## src/rtl/multicycle_ctrl_if.sv

```systemverilog
// multicycle_ctrl_if: opcode/flag inputs and control strobes between controller and datapath.
interface multicycle_ctrl_if;
    logic [5:0] op;
    logic       zero;
    logic       pcen;
    logic       memwrite;
    logic       irwrite;
    logic       regwrite;
    logic       alusrca;
    logic [1:0] alusrcb;
    logic       iord;
    logic       memtoreg;
    logic       regdst;
    logic [1:0] pcsrc;
    logic [1:0] aluop;
    logic [3:0] state;
    modport master (
        input  op, zero,
        output pcen, memwrite, irwrite, regwrite, alusrca, alusrcb, iord,
               memtoreg, regdst, pcsrc, aluop, state
    );
    modport slave (
        output op, zero,
        input  pcen, memwrite, irwrite, regwrite, alusrca, alusrcb, iord,
               memtoreg, regdst, pcsrc, aluop, state
    );
endinterface

```

## src/rtl/multicycle_ctrl.sv

```systemverilog
// multicycle_ctrl: Moore control FSM for a multicycle MIPS-style datapath.
module multicycle_ctrl (
    input logic               clk,
    input logic               reset,
    multicycle_ctrl_if.master bus
);
    typedef enum logic [3:0] {
        FETCH   = 4'd0,  DECODE  = 4'd1,  MEMADR = 4'd2, MEMRD  = 4'd3,
        MEMWB   = 4'd4,  MEMWR   = 4'd5,  RTYPEEX = 4'd6, RTYPEWB = 4'd7,
        BEQEX   = 4'd8,  ADDIEX  = 4'd9,  ADDIWB = 4'd10, JEX    = 4'd11
    } state_t;
    localparam logic [5:0] OP_LW   = 6'b100011;
    localparam logic [5:0] OP_SW   = 6'b101011;
    localparam logic [5:0] OP_R    = 6'b000000;
    localparam logic [5:0] OP_BEQ  = 6'b000100;
    localparam logic [5:0] OP_ADDI = 6'b001000;
    localparam logic [5:0] OP_J    = 6'b000010;
    state_t r_state;
    logic   w_pcwrite;
    logic   w_branch;
    always_ff @(posedge clk or posedge reset) begin
        if (reset) begin
            r_state <= FETCH;
        end else begin
            case (r_state)
                FETCH:   r_state <= DECODE;
                DECODE:  r_state <= (bus.op == OP_LW || bus.op == OP_SW) ? MEMADR :
                                    (bus.op == OP_R)    ? RTYPEEX :
                                    (bus.op == OP_BEQ)  ? BEQEX   :
                                    (bus.op == OP_ADDI) ? ADDIEX  :
                                    (bus.op == OP_J)    ? JEX     : FETCH;
                MEMADR:  r_state <= (bus.op == OP_LW) ? MEMRD : MEMWR;
                MEMRD:   r_state <= MEMWB;
                RTYPEEX: r_state <= RTYPEWB;
                ADDIEX:  r_state <= ADDIWB;
                default: r_state <= FETCH;
            endcase
        end
    end
    // Outputs are forced low while reset is held, even though the state already reads FETCH.
    always_comb begin
        w_pcwrite    = 1'b0;
        w_branch     = 1'b0;
        bus.memwrite = 1'b0;
        bus.irwrite  = 1'b0;
        bus.regwrite = 1'b0;
        bus.alusrca  = 1'b0;
        bus.alusrcb  = 2'b00;
        bus.iord     = 1'b0;
        bus.memtoreg = 1'b0;
        bus.regdst   = 1'b0;
        bus.pcsrc    = 2'b00;
        bus.aluop    = 2'b00;
        if (!reset) begin
            case (r_state)
                FETCH:   begin bus.irwrite = 1'b1; w_pcwrite = 1'b1; bus.alusrcb = 2'b01; end
                DECODE:  bus.alusrcb = 2'b11;
                MEMADR:  begin bus.alusrca = 1'b1; bus.alusrcb = 2'b10; end
                MEMRD:   bus.iord = 1'b1;
                MEMWB:   begin bus.regwrite = 1'b1; bus.memtoreg = 1'b1; end
                MEMWR:   begin bus.iord = 1'b1; bus.memwrite = 1'b1; end
                RTYPEEX: begin bus.alusrca = 1'b1; bus.aluop = 2'b10; end
                RTYPEWB: begin bus.regwrite = 1'b1; bus.regdst = 1'b1; end
                BEQEX:   begin bus.alusrca = 1'b1; bus.aluop = 2'b01; bus.pcsrc = 2'b01; w_branch = 1'b1; end
                ADDIEX:  begin bus.alusrca = 1'b1; bus.alusrcb = 2'b10; end
                ADDIWB:  bus.regwrite = 1'b1;
                JEX:     begin w_pcwrite = 1'b1; bus.pcsrc = 2'b10; end
                default: ;
            endcase
        end
        bus.pcen = w_pcwrite | (w_branch & bus.zero);
    end
    assign bus.state = r_state;
endmodule

```

## src/flat_wrapper.sv

```systemverilog
// flat-port wrapper written by rule: the top's interface ports become plain ports
module multicycle_ctrl_flat 
  (clk, reset, bus_op, bus_zero, bus_pcen, bus_memwrite, bus_irwrite, bus_regwrite, bus_alusrca, bus_alusrcb, bus_iord, bus_memtoreg, bus_regdst, bus_pcsrc, bus_aluop, bus_state);
  multicycle_ctrl_if bus_i ();
  input logic clk;
  input logic reset;
  input wire logic [$bits(bus_i.op)-1:0] bus_op;
  input wire logic [$bits(bus_i.zero)-1:0] bus_zero;
  output wire logic [$bits(bus_i.pcen)-1:0] bus_pcen;
  output wire logic [$bits(bus_i.memwrite)-1:0] bus_memwrite;
  output wire logic [$bits(bus_i.irwrite)-1:0] bus_irwrite;
  output wire logic [$bits(bus_i.regwrite)-1:0] bus_regwrite;
  output wire logic [$bits(bus_i.alusrca)-1:0] bus_alusrca;
  output wire logic [$bits(bus_i.alusrcb)-1:0] bus_alusrcb;
  output wire logic [$bits(bus_i.iord)-1:0] bus_iord;
  output wire logic [$bits(bus_i.memtoreg)-1:0] bus_memtoreg;
  output wire logic [$bits(bus_i.regdst)-1:0] bus_regdst;
  output wire logic [$bits(bus_i.pcsrc)-1:0] bus_pcsrc;
  output wire logic [$bits(bus_i.aluop)-1:0] bus_aluop;
  output wire logic [$bits(bus_i.state)-1:0] bus_state;
  assign bus_i.op = bus_op;
  assign bus_i.zero = bus_zero;
  assign bus_pcen = bus_i.pcen;
  assign bus_memwrite = bus_i.memwrite;
  assign bus_irwrite = bus_i.irwrite;
  assign bus_regwrite = bus_i.regwrite;
  assign bus_alusrca = bus_i.alusrca;
  assign bus_alusrcb = bus_i.alusrcb;
  assign bus_iord = bus_i.iord;
  assign bus_memtoreg = bus_i.memtoreg;
  assign bus_regdst = bus_i.regdst;
  assign bus_pcsrc = bus_i.pcsrc;
  assign bus_aluop = bus_i.aluop;
  assign bus_state = bus_i.state;
  multicycle_ctrl u_core (.clk(clk), .reset(reset), .bus(bus_i));
endmodule
```

## config.mk

```make
export PLATFORM = sky130hd
export DESIGN_NAME = multicycle_ctrl_flat
export DESIGN_NICKNAME = d
export VERILOG_FILES = /design/src/rtl/multicycle_ctrl_if.sv /design/src/rtl/multicycle_ctrl.sv /design/src/flat_wrapper.sv
export SDC_FILE = /design/constraint.sdc
export NUM_CORES = 1
export LEC_CHECK = 0
export BUFFER_PORTS_ARGS = -buffer_cell sky130_fd_sc_hd__buf_2
export CAP_MARGIN = 10
export CORE_AREA = 2 2 39 41
export CTS_CLUSTER_DIAMETER = 30
export CTS_CLUSTER_SIZE = 12
export DETAILED_ROUTE_END_ITERATION = 10
export DIE_AREA = 0 0 41 43
export MAX_ROUTING_LAYER = met4
export PLACE_DENSITY_LB_ADDON = 0.25
export REMOVE_ABC_BUFFERS = 1
export SLEW_MARGIN = 10
export SYNTH_ARGS = -nofsm -noshare
export SYNTH_HDL_FRONTEND = slang
export SYNTH_SLANG_ARGS = --single-unit
```

## constraint.sdc

```tcl
create_clock -name clk -period 2.2 [get_ports clk]
set_clock_uncertainty 0.2 [all_clocks]
set_input_delay 0.55 -clock clk [delete_from_list [all_inputs] [get_ports clk]]
set_output_delay 0.55 -clock clk [all_outputs]
set_load 0.02 [all_outputs]
```

==> metrics <==
Startpoint Class flip-flop; HP Class in2async; TritonRoute pass-1 iters 2; Die Span Y 43 um; Avg WL per Cell 12.76 um; P&R area growth vs syn 47.58%; worst path bufs/invs 1; synthesized cell area roughly 520 um^2; #FFs+latches synth 4; Detailed Route WL 1467 um; CP max-delay cell dfrtp_2; CP max stage delay 0.43 ns; Slew Viols, Final 0; antenna cells 0; Critical Path Sink Type output port; final hold vios 0; setup-violating endpoint count in the final report 0; Root Buffer clkbuf_4; DR iter-0 viols 6; CP Class reg2out; delay-heaviest family, CP simple AND/OR/NAND/NOR gates; Synth cell types 37; io pins 27; Avg Cell Area, Syn about 8 um^2; largest net degree at the start of global routing 13; CP arrival 1.42 ns; Initial Utilization 37.43%; htree depth 1; DR vias 620; remaining antenna violation count after routing 0; GRT overflow 0; worst-path cell chain or3b_4, o21a_1, nor2_1, buf_4; Detail Placement HPWL approximately 1100 um; max_cap viols 0; area of the core between 1000 and 1500 um^2; part of the cycle the worst path needs ~99%; DRC viols 0; Tightest Pin Transition 0.3588 ns; dpl cells between 100 and 150; register area share after synthesis 19.32%; first-pass GRT wire length 2366 um; CP Data Required Time 1.45 ns; final weighted congestion in routability-driven placement between 0.7 and 0.8; final design utilization 55.24%; run status complete, no violations; All-Layer GR Usage approximately 20%; vias in the first global route 539; clock buffer depth 2; CTS Buf Count 3; min Tclk post-route 2.171 ns; Site Rows 14; vias per std cell 5.391; die width slightly above 40 um; Max-Slew Margin vs Limit 75.74%; initial antenna violation count 0; crit-path max FO 6; clock slew at reported path FFs 0.04 ns; Final Non-Filler Cells 115; total power 665.8 uW; clk_lat worst skew 0.23 ns; clock sink count 4; number of warnings issued by yosys 0; Max Clk Rate 460.5 MHz; Power Density around 870 nW/um^2; layout cells sized above 1 51.52%; max reg flops 4; Die ar. 1763 um^2; Total Nets Final 110; R2R Setup Slk 0.54 ns; Leak 0.0003652 uW; Post-Syn Instances 65; Port Buf Inserts 26; TritonCTS clock tree done; VDD IR max around 0.38 mV; unrepaired setup endpoints after global routing yes
## routing by layer
metal	up-vias	GRT usage, %	wire length [um]
li1	319	-	-
met1	285	26.95	681
met2	16	28.75	723
met3	0	4.712	61
met4	0	4.000	0
met5	-	-	0
## repair_timing
| item | 4_1_cts | 5_1_grt |
|---|---|---|
| buffers inserted | 3 | 1 |
| pin swaps | 1 | 2 |
| gates resized for setup | 6 | 5 |
| hold endpoints to repair | 0 | 0 |
| endpoints found under the setup margin | 2 | 9 |
| hold buffers | 0 | 0 |
## kinds of logic after synthesis
family                 Yosys count  share of synthesized area, %
AO/OA/AOI/OAI                   15                         23.91
XOR/XNOR                         3                         5.073
flip-flops                       4                         19.32
buffers and inverters            8                         6.763
AND/OR/NAND/NOR                 35                         44.93
## worst paths after layout
| path | from | end | depth (start not counted) |
|---|---|---|---|
| max | u_core.bus.state[3]$_DFF_PP0_ | bus_alusrca | 4 |
| min | reset | u_core.bus.state[1]$_DFF_PP0_ | 3 |
| max reg2reg | u_core.bus.state[0]$_DFF_PP0_ | u_core.bus.state[2]$_DFF_PP0_ | 5 |
| min reg2reg | u_core.bus.state[2]$_DFF_PP0_ | u_core.bus.state[3]$_DFF_PP0_ | 1 |
| max in group asynchronous | reset | u_core.bus.state[3]$_DFF_PP0_ | 3 |
| min in group clk | bus_op[0] | u_core.bus.state[0]$_DFF_PP0_ | 2 |
## per-stage QoR
| stage | hold WS (ns) | setup TNS [ns] | worst slack, ns | cell area, um^2 |
|---|---|---|---|---|
| 2_1_floorplan | 0.1401 | -0.03258 | -0.01571 | 494.2 |
| 3_3_place_gp | 0.4676 | 0 | 0.1809 | 689.4 |
| 3_5_place_dp | 0.4709 | 0 | 0.1672 | 689.4 |
| 4_1_cts | 0.2385 | 0 | 0.004695 | 745.7 |
| 5_1_grt | 0.2805 | -0.05556 | -0.03776 | 764.5 |
| 6_report | 0.2422 | 0 | 0.02867 | 764.5 |
## cells in the mapped netlist, drive strengths merged
cell type	number	area share, %
a21oi	1	0.97
o21a	1	1.4
and4	2	3.4
nand2b	2	3.9
nand4b	1	4.6
and3	1	1.2
a211oi	3	5.3
nor4	3	3.6
xnor2	1	1.7
nand4bb	1	2.2
nor3b	1	1.4
o311ai	1	3.1
nand2	4	2.9
o31ai	1	1.4
dfrtp	4	19
or3b	1	1.7
nor3	3	2.9
or3	2	2.4
nand4	1	1.2
o21ai	4	3.9
xor2	2	3.4
clkbuf	1	0.72
o41ai	1	3.1
nor4b	1	1.7
and2b	1	1.4
nor2b	1	1.2
and2	1	1.2
nand3	2	1.9
nor2	6	4.3
o211ai	2	2.9
and3b	1	1.7
inv	3	2.2
a2bb2oi	1	1.7
buf	4	3.9
## layout make-up
class	count	area [um^2]
inverters	3	11.26
well taps	16	20.02
clock buffers	3	22.52
flip-flops and latches	4	105.1
fillers	145	619.3
multi-input cells	53	392.9
repair buffers	36	212.7
## worst register-to-register path, stage by stage (launching register included)
cell and delay, ns:
dfrtp_2 0.42, buf_4 0.16, buf_4 0.14, or3_1 0.36, nand4_1 0.12, o311ai_2 0.11
## placed cells by master (no fill, tap or decap)
cell type  Yosys  layout
nand3_1        2       2
o31ai_1        1       1
a2bb2oi_1      1       1
o21a_1         1       1
nand4_1        1       1
o21ai_1        1       2
buf_2          4      23
a211oi_1       2       2
o311ai_2       1       1
and3b_1        1       1
and2b_1        1       1
nand4bb_1      1       1
or3_1          2       2
and4_1         2       2
dfrtp_2        0       4
buf_4          0      13
xnor2_1        1       1
or3b_4         0       1
nand2b_4       1       1
nand2_1        4       4
nand4b_4       1       1
o21ai_0        3       2
nor3_1         3       3
a211oi_2       1       1
nor4_1         3       3
and3_1         1       1
xor2_1         2       2
a21oi_1        1       1
inv_1          3       3
nor2_1         6       6
and2_0         1       1
nand2b_2       0       1
nor4b_1        1       1
nor2b_1        1       1
o41ai_2        1       1
nor3b_2        0       1
o211ai_1       2       2
clkbuf_4       0       3
## power breakdown
| part | total (uW) | internal, uW | switching, uW |
|---|---|---|---|
| combinational | 447 | 203 | 244 |
| clock | 89.2 | 60.9 | 28.3 |
| sequential | 130 | 96.2 | 33.5 |
Note: power is estimated with default switching activity, not from simulation.
